$ cat src/rtl/spi_gpio_expander.sv
// SPI-slave GPIO expander: banked output latches, direction control and input
// readback over MISO, with auto-incrementing burst access. SPI is oversampled.
module spi_gpio_expander #(
  parameter int unsigned g_num_banks = 2,
  parameter logic [6:0]  g_dev_addr  = 7'h20
) (
  input  logic                     clk_sys_i,
  input  logic                     rst_n_i,
  input  logic                     spi_sclk_i,
  input  logic                     spi_cs_n_i,
  input  logic                     spi_mosi_i,
  output logic                     spi_miso_o,
  input  logic [8*g_num_banks-1:0] gpio_i,
  output logic [8*g_num_banks-1:0] gpio_o,
  output logic [8*g_num_banks-1:0] gpio_oe_o,
  output logic                     wr_strobe_o,
  output logic                     frame_err_o
);

  localparam int unsigned W = 8 * g_num_banks;

  typedef enum logic [2:0] {
    S_IDLE,
    S_OPCODE,
    S_ADDR,
    S_DATA,
    S_IGNORE
  } state_t;

  logic [1:0]   sclk_sync_q, cs_sync_q, mosi_sync_q;
  logic         sclk_prev_q, cs_prev_q;
  logic         sclk_rise_q, sclk_fall_q, cs_rise_q, cs_fall_q, mosi_q;
  logic [W-1:0] gpio_meta_q, gpio_sync_q;

  state_t       state_q, state_d;
  logic [2:0]   bit_cnt_q, bit_cnt_d;
  logic [1:0]   nbytes_q, nbytes_d;
  logic [6:0]   sh_q, sh_d;
  logic [7:0]   ptr_q, ptr_d;
  logic         rd_q, rd_d;
  logic [7:0]   tx_q, tx_d;
  logic         miso_q, miso_d;
  logic [W-1:0] olat_q, olat_d;
  logic [W-1:0] iodir_q, iodir_d;
  logic         wr_strobe_q, wr_strobe_d;
  logic         frame_err_q, frame_err_d;

  logic [7:0]   byte_in;
  logic         byte_done;
  logic [7:0]   rd_addr;
  logic [3:0]   rd_idx, wr_idx;
  logic [7:0]   rd_data;

  // cs_n sync chain resets low so a frame already in progress at reset release
  // produces no falling edge; only a later genuine cs_n fall starts a frame.
  always_ff @(posedge clk_sys_i or negedge rst_n_i) begin
    if (!rst_n_i) begin
      sclk_sync_q <= '0;
      cs_sync_q   <= '0;
      mosi_sync_q <= '0;
      sclk_prev_q <= 1'b0;
      cs_prev_q   <= 1'b0;
      sclk_rise_q <= 1'b0;
      sclk_fall_q <= 1'b0;
      cs_rise_q   <= 1'b0;
      cs_fall_q   <= 1'b0;
      mosi_q      <= 1'b0;
      gpio_meta_q <= '0;
      gpio_sync_q <= '0;
    end else begin
      sclk_sync_q <= {sclk_sync_q[0], spi_sclk_i};
      cs_sync_q   <= {cs_sync_q[0], spi_cs_n_i};
      mosi_sync_q <= {mosi_sync_q[0], spi_mosi_i};
      sclk_prev_q <= sclk_sync_q[1];
      cs_prev_q   <= cs_sync_q[1];
      sclk_rise_q <= sclk_sync_q[1] & ~sclk_prev_q;
      sclk_fall_q <= ~sclk_sync_q[1] & sclk_prev_q;
      cs_rise_q   <= cs_sync_q[1] & ~cs_prev_q;
      cs_fall_q   <= ~cs_sync_q[1] & cs_prev_q;
      mosi_q      <= mosi_sync_q[1];
      gpio_meta_q <= gpio_i;
      gpio_sync_q <= gpio_meta_q;
    end
  end

  assign byte_in   = {sh_q, mosi_q};
  assign byte_done = sclk_rise_q && (bit_cnt_q == 3'd7);

  always_comb begin
    rd_addr = (state_q == S_ADDR) ? byte_in : ptr_q + 8'd1;
    rd_idx  = rd_addr[3:0];
    rd_data = '0;
    if ({28'd0, rd_idx} < g_num_banks) begin
      case (rd_addr[7:4])
        4'h0:    rd_data = olat_q[8*rd_idx +: 8];
        4'h1:    rd_data = iodir_q[8*rd_idx +: 8];
        4'h2:    rd_data = gpio_sync_q[8*rd_idx +: 8];
        default: rd_data = '0;
      endcase
    end
  end

  always_comb begin
    state_d     = state_q;
    bit_cnt_d   = bit_cnt_q;
    nbytes_d    = nbytes_q;
    sh_d        = sh_q;
    ptr_d       = ptr_q;
    rd_d        = rd_q;
    tx_d        = tx_q;
    miso_d      = miso_q;
    olat_d      = olat_q;
    iodir_d     = iodir_q;
    wr_strobe_d = 1'b0;
    frame_err_d = 1'b0;
    wr_idx      = ptr_q[3:0];

    if (cs_rise_q) begin
      // cs_n rise outranks a coincident sclk edge: that bit is dropped.
      frame_err_d = (state_q != S_IDLE) &&
                    ((bit_cnt_q != 3'd0) || (nbytes_q == 2'd1) || (nbytes_q == 2'd2));
      state_d     = S_IDLE;
      miso_d      = 1'b0;
    end else if (cs_fall_q) begin
      state_d   = S_OPCODE;
      bit_cnt_d = '0;
      nbytes_d  = '0;
      rd_d      = 1'b0;
      tx_d      = '0;
      miso_d    = 1'b0;
    end else if (sclk_rise_q && (state_q != S_IDLE)) begin
      sh_d      = {sh_q[5:0], mosi_q};
      bit_cnt_d = bit_cnt_q + 3'd1;
      if (byte_done) begin
        if (nbytes_q != 2'd3) nbytes_d = nbytes_q + 2'd1;
        case (state_q)
          S_OPCODE: begin
            if (sh_q == g_dev_addr) begin
              state_d = S_ADDR;
              rd_d    = mosi_q;
            end else begin
              state_d = S_IGNORE;
            end
          end
          S_ADDR: begin
            ptr_d   = byte_in;
            state_d = S_DATA;
            if (rd_q) tx_d = rd_data;
          end
          S_DATA: begin
            if (!rd_q && ({28'd0, wr_idx} < g_num_banks)) begin
              if (ptr_q[7:4] == 4'h0) begin
                olat_d[8*wr_idx +: 8] = byte_in;
                wr_strobe_d           = 1'b1;
              end else if (ptr_q[7:4] == 4'h1) begin
                iodir_d[8*wr_idx +: 8] = byte_in;
                wr_strobe_d            = 1'b1;
              end
            end
            if (rd_q) tx_d = rd_data;
            ptr_d = ptr_q + 8'd1;
          end
          default: ;
        endcase
      end
    end else if (sclk_fall_q) begin
      if ((state_q == S_DATA) && rd_q) begin
        miso_d = tx_q[7];
        tx_d   = {tx_q[6:0], 1'b0};
      end else begin
        miso_d = 1'b0;
      end
    end
  end

  always_ff @(posedge clk_sys_i or negedge rst_n_i) begin
    if (!rst_n_i) begin
      state_q     <= S_IDLE;
      bit_cnt_q   <= '0;
      nbytes_q    <= '0;
      sh_q        <= '0;
      ptr_q       <= '0;
      rd_q        <= 1'b0;
      tx_q        <= '0;
      miso_q      <= 1'b0;
      olat_q      <= '0;
      iodir_q     <= '1;
      wr_strobe_q <= 1'b0;
      frame_err_q <= 1'b0;
    end else begin
      state_q     <= state_d;
      bit_cnt_q   <= bit_cnt_d;
      nbytes_q    <= nbytes_d;
      sh_q        <= sh_d;
      ptr_q       <= ptr_d;
      rd_q        <= rd_d;
      tx_q        <= tx_d;
      miso_q      <= miso_d;
      olat_q      <= olat_d;
      iodir_q     <= iodir_d;
      wr_strobe_q <= wr_strobe_d;
      frame_err_q <= frame_err_d;
    end
  end

  assign spi_miso_o  = miso_q;
  assign gpio_o      = olat_q;
  assign gpio_oe_o   = ~iodir_q;
  assign wr_strobe_o = wr_strobe_q;
  assign frame_err_o = frame_err_q;

endmodule

$ cat config.mk
export PLATFORM = sky130hd
export DESIGN_NAME = spi_gpio_expander
export DESIGN_NICKNAME = d
export VERILOG_FILES = /design/src/rtl/spi_gpio_expander.sv
export SDC_FILE = /design/constraint.sdc
export NUM_CORES = 1
export LEC_CHECK = 0
export CAP_MARGIN = 20
export CORE_UTILIZATION = 29
export DETAILED_ROUTE_END_ITERATION = 10
export PLACE_DENSITY = 0.49
export SETUP_SLACK_MARGIN = 0.1
export SLEW_MARGIN = 20
export SYNTH_ARGS = -nofsm -noshare
export SYNTH_HDL_FRONTEND = slang
export SYNTH_SLANG_ARGS = --single-unit
$ cat constraint.sdc
create_clock -name clk_sys_i -period 4.2 [get_ports clk_sys_i]
set_input_delay 0.42 -clock clk_sys_i [delete_from_list [all_inputs] [get_ports clk_sys_i]]
set_output_delay 0.42 -clock clk_sys_i [all_outputs]
set_load 0.01 [all_outputs]
==> impl_summary.log <==
INFO  metric post_synthesis_cell_type_count = 64
INFO  metric sort_of_element_at_the_start_of_the_critical_path = flip-flop
INFO  metric tritoncts_num_sinks = 112
INFO  metric timing.critical_path.arrival = 3.23 ns
INFO  metric totalNegativeSetupSlack = 0 ns
INFO  metric worst-path-buf-inv = 0
INFO  metric drt_iter0_markers = 378
INFO  metric postSynthAreaPerCell = approximately 11 um2
INFO  metric min_period_over_period = 0.717
INFO  metric number_of_gates_resized_after_cts = 0
INFO  metric wl_met1 = 6.44 mm
INFO  metric cpMaxStageDelayCell = dfrtp_1
INFO  metric final_hold_viol_count = 0
INFO  metric asyncSetResetFlopFracSynth = 1.00
INFO  metric static-leakage-power = between 2 and 3 nW
INFO  metric first_pass_grt_wire_length = 21.8 mm
INFO  metric number_of_antenna_violations_at_the_first_check_in_global_routing = 0
INFO  metric critical_path_cell_by_cell = ha_1, and3_4, a311oi_2, a311oi_4, a21oi_2, a211o_1, a221oi_1, nor3_1
INFO  metric status = finished, final reports clean
INFO  metric worst_slew_margin_rel = 0.302
INFO  metric cts_hold_repair.buffers = 0
INFO  metric vdd_ir_drop_max = 0.195 mV
INFO  metric finalNetCount = 554
INFO  metric power_density = 357 mW/mm2
INFO  metric postPlaceCellArea = 0.00587 mm2
INFO  metric grt-ovfl-total = 0
INFO  metric die_h = 135 um
INFO  metric tritoncts.num_buffers = 9
INFO  metric multiplexer_area_fraction_after_synthesis = 0.0580
INFO  metric via_count_of_the_first_global_routing_pass = slightly below 4,000
INFO  metric setup_violations = 0
INFO  metric path_max_fanout = 12
INFO  metric rows = 48
INFO  metric finalWorstPathRequiredPeriod = 3.01 ns
INFO  metric yosys.area.top_type_share = 0.466
INFO  metric register_area = 0.00282 mm2
INFO  metric synth_enable_flop_cells = 0
INFO  metric dr_total_vias = 3,828
INFO  metric residual_drc_count = 0
INFO  metric synth_nets = 513
INFO  metric maximum_number_of_pins_on_one_net_before_global_route_repair = 55
INFO  metric cpPeakStageDelay = 0.56 ns
INFO  metric grtUsageTotal = 0.159
INFO  metric drt_first_pass_iters = 5
INFO  metric synthCells = approximately 480
INFO  metric die-area = 0.0183 mm2
INFO  metric required = roughly 4.4 ns
INFO  metric whs = 0.0894 ns
INFO  metric synth-compound-area-share = 0.180
INFO  metric synth_warn = 0
INFO  metric clock-skew-final = around 0.0076 ns
INFO  metric cts.repair_timing.setup_buffer_count = 0
INFO  metric crit_end_element = flip-flop
INFO  metric final_cell_mix = dfrtp_1, clkdlybuf4s50_1, nand2_1, nor2_1, a21oi_1
INFO  metric dp_hpwl = approximately 9.5 mm
INFO  metric initial_utilization = 0.297
INFO  metric die_width = 135 um
INFO  metric synthXorXnorAreaFrac = 0.00679
INFO  metric placement.io_buffers = 55
INFO  metric detail_route.wl_per_cell = 17.8 um
INFO  metric cts.clk_slew.worst_paths = 0.07 ns
INFO  metric layout_commonest_cell = dfrtp_1
INFO  metric timing.max_cap.violations = 0
INFO  metric fillerInstances = 1,697
INFO  metric top_signal_layer_used = met4
INFO  metric htree_num_levels = 3
INFO  metric hold_path.class = in -> async
INFO  metric postRouteAntennaNets = 0
INFO  metric path_class = reg -> reg
INFO  metric route.met2.wl = 6.29 mm
INFO  metric syn-cell-area = 0.00516 mm2
INFO  metric final_cell_area = 0.00616 mm2
INFO  metric gp_routability_congestion = 0.869
INFO  metric multiInputGateArea = 0.00210 mm2
INFO  metric drive_gt1_frac = 0.106
INFO  metric tritoncts = done
INFO  metric routed_wirelength = 13.4 mm
INFO  metric cts.path.max_buffers = 2
INFO  metric vias_per_cell = 5.08
INFO  metric insertedDiodeCount = 0
INFO  metric cell_type_with_the_largest_total_area_after_synthesis = dfrtp_1
INFO  metric seq_area_frac_synth = 0.547
INFO  metric top_flip_flop_cell_by_instance_count_after_synthesis = dfrtp_1
INFO  metric core = between 0.015 and 0.02 mm2
INFO  metric insertion_delay = around 0.36 ns
INFO  metric yosys.area_share.simple = 0.141
INFO  metric main_combinational_cell_family_by_area_after_synthesis = compound AO/OA/AOI/OAI gates
INFO  metric synth-seq-cells = 112
INFO  metric cts_root_buffer = clkbuf_16
INFO  metric tightest_slew = 1.04 ns
INFO  metric layout.core_utilization = 0.355
INFO  metric timing.fmax = around 330 MHz
INFO  metric rsz_0062_raised_after_global_routing = false
INFO  metric top_level_ports = 56
INFO  metric finalMaxSlewViolations = 0
INFO  metric critical_path.top_delay_family = compound AO/OA/AOI/OAI gates
INFO  metric synth-adder-area-share = 0.0218
INFO  metric area.growth.synth_to_final = 19.6%
INFO  metric synth_top_cells_by_area = dfrtp_1, dfstp_2, nand2_1
INFO  metric wl_met3 = 459 um
==> routing by layer <==
| layer | GRT usage | up-vias |
|---|---|---|
| met1 | 0.218 | 1891 |
| met3 | 0.0322 | 17 |
| met2 | 0.248 | 88 |
| met4 | 0.0562 | 0 |
| li1 | - | 1832 |
| met5 | 0 | - |
==> final timing paths <==
path / start / endpoint / slack [ns] / cells past startpoint
min: rst_n_i / gpio_o[10]$_DFFE_PN0P_ / 0.09 / 1
max reg2reg: ptr_q[0]$_DFFE_PN0P_ / tx_q[0]$_DFFE_PN0P_ / 1.19 / 8
min in group clk_sys_i: mosi_sync_q[1]$_DFF_PN0_ / mosi_q$_DFF_PN0_ / 0.35 / 0
max in group asynchronous: rst_n_i / iodir_q[3]$_DFFE_PN1P_ / 3.20 / 2
max: ptr_q[0]$_DFFE_PN0P_ / tx_q[0]$_DFFE_PN0P_ / 1.19 / 8
min reg2reg: mosi_sync_q[1]$_DFF_PN0_ / mosi_q$_DFF_PN0_ / 0.35 / 0
==> state kept, by name (all words and copies together) (netlist names), 2 cells and up <==
register     flops
sclk_sync_q      2
iodir_q         16
mosi_sync_q      2
gpio_sync_q     16
tx_q             8
ptr_q            8
gpio_meta_q     16
cs_sync_q        2
bit_cnt_q        3
state_q          3
sh_q             7
nbytes_q         2
gpio_o          16
==> cell usage after synthesis (4+ instances only) <==
master    instances
clkbuf_1         15
a21o_1            6
nand3b_1          4
a221oi_1          6
and3_1            5
nor2b_1           6
nand2_1          49
a31oi_1           5
a21oi_1          26
dfstp_2          16
nor3_1           19
nand3_1           9
nor2_1           27
xor2_1            4
o21ai_1          24
inv_1            24
a22oi_1           7
a211o_1           8
a221o_1           8
buf_2             7
mux2_1           16
mux2_2            7
buf_4             4
dfrtp_1          96
ha_1              9
o21ai_0          16
mux2i_1           4
o31ai_1           4
==> cell type report <==
class,count,share of cell area
clock buffer,12,0.0416
clock inverter,4,0.00589
inverter,25,0.0152
multi-input combinational,318,0.341
sequential,112,0.458
tap,225,0.0457
timing repair buffer,58,0.0926
==> logic make-up after synthesis <==
| family | Yosys count |
|---|---|
| compound gates | 132 |
| fa+ha+maj | 9 |
| flops | 112 |
| simple gates | 146 |
| buf+inv | 53 |
| xor+xnor | 4 |
| mux | 27 |
==> per-stage QoR <==
step | worst slack (ns) | power [mW] | std cells
final | 1.19 | 2.20 | 754
after CTS | 1.21 | 2.23 | 754
after global routing | 0.956 | 2.30 | 754
after global placement | 1.37 | 1.38 | 738
after detailed placement | 1.25 | 1.38 | 738
after floorplan | 1.84 | 1.28 | 483
==> power by group <==
| part | internal, mW | switching, mW | leakage, nW |
|---|---|---|---|
| clock | 0.442 | 0.401 | 0.141 |
| combinational | 0.0688 | 0.0652 | 1.05 |
| sequential | 1.13 | 0.0958 | 1.40 |
Note: power is estimated with default switching activity, not from simulation.
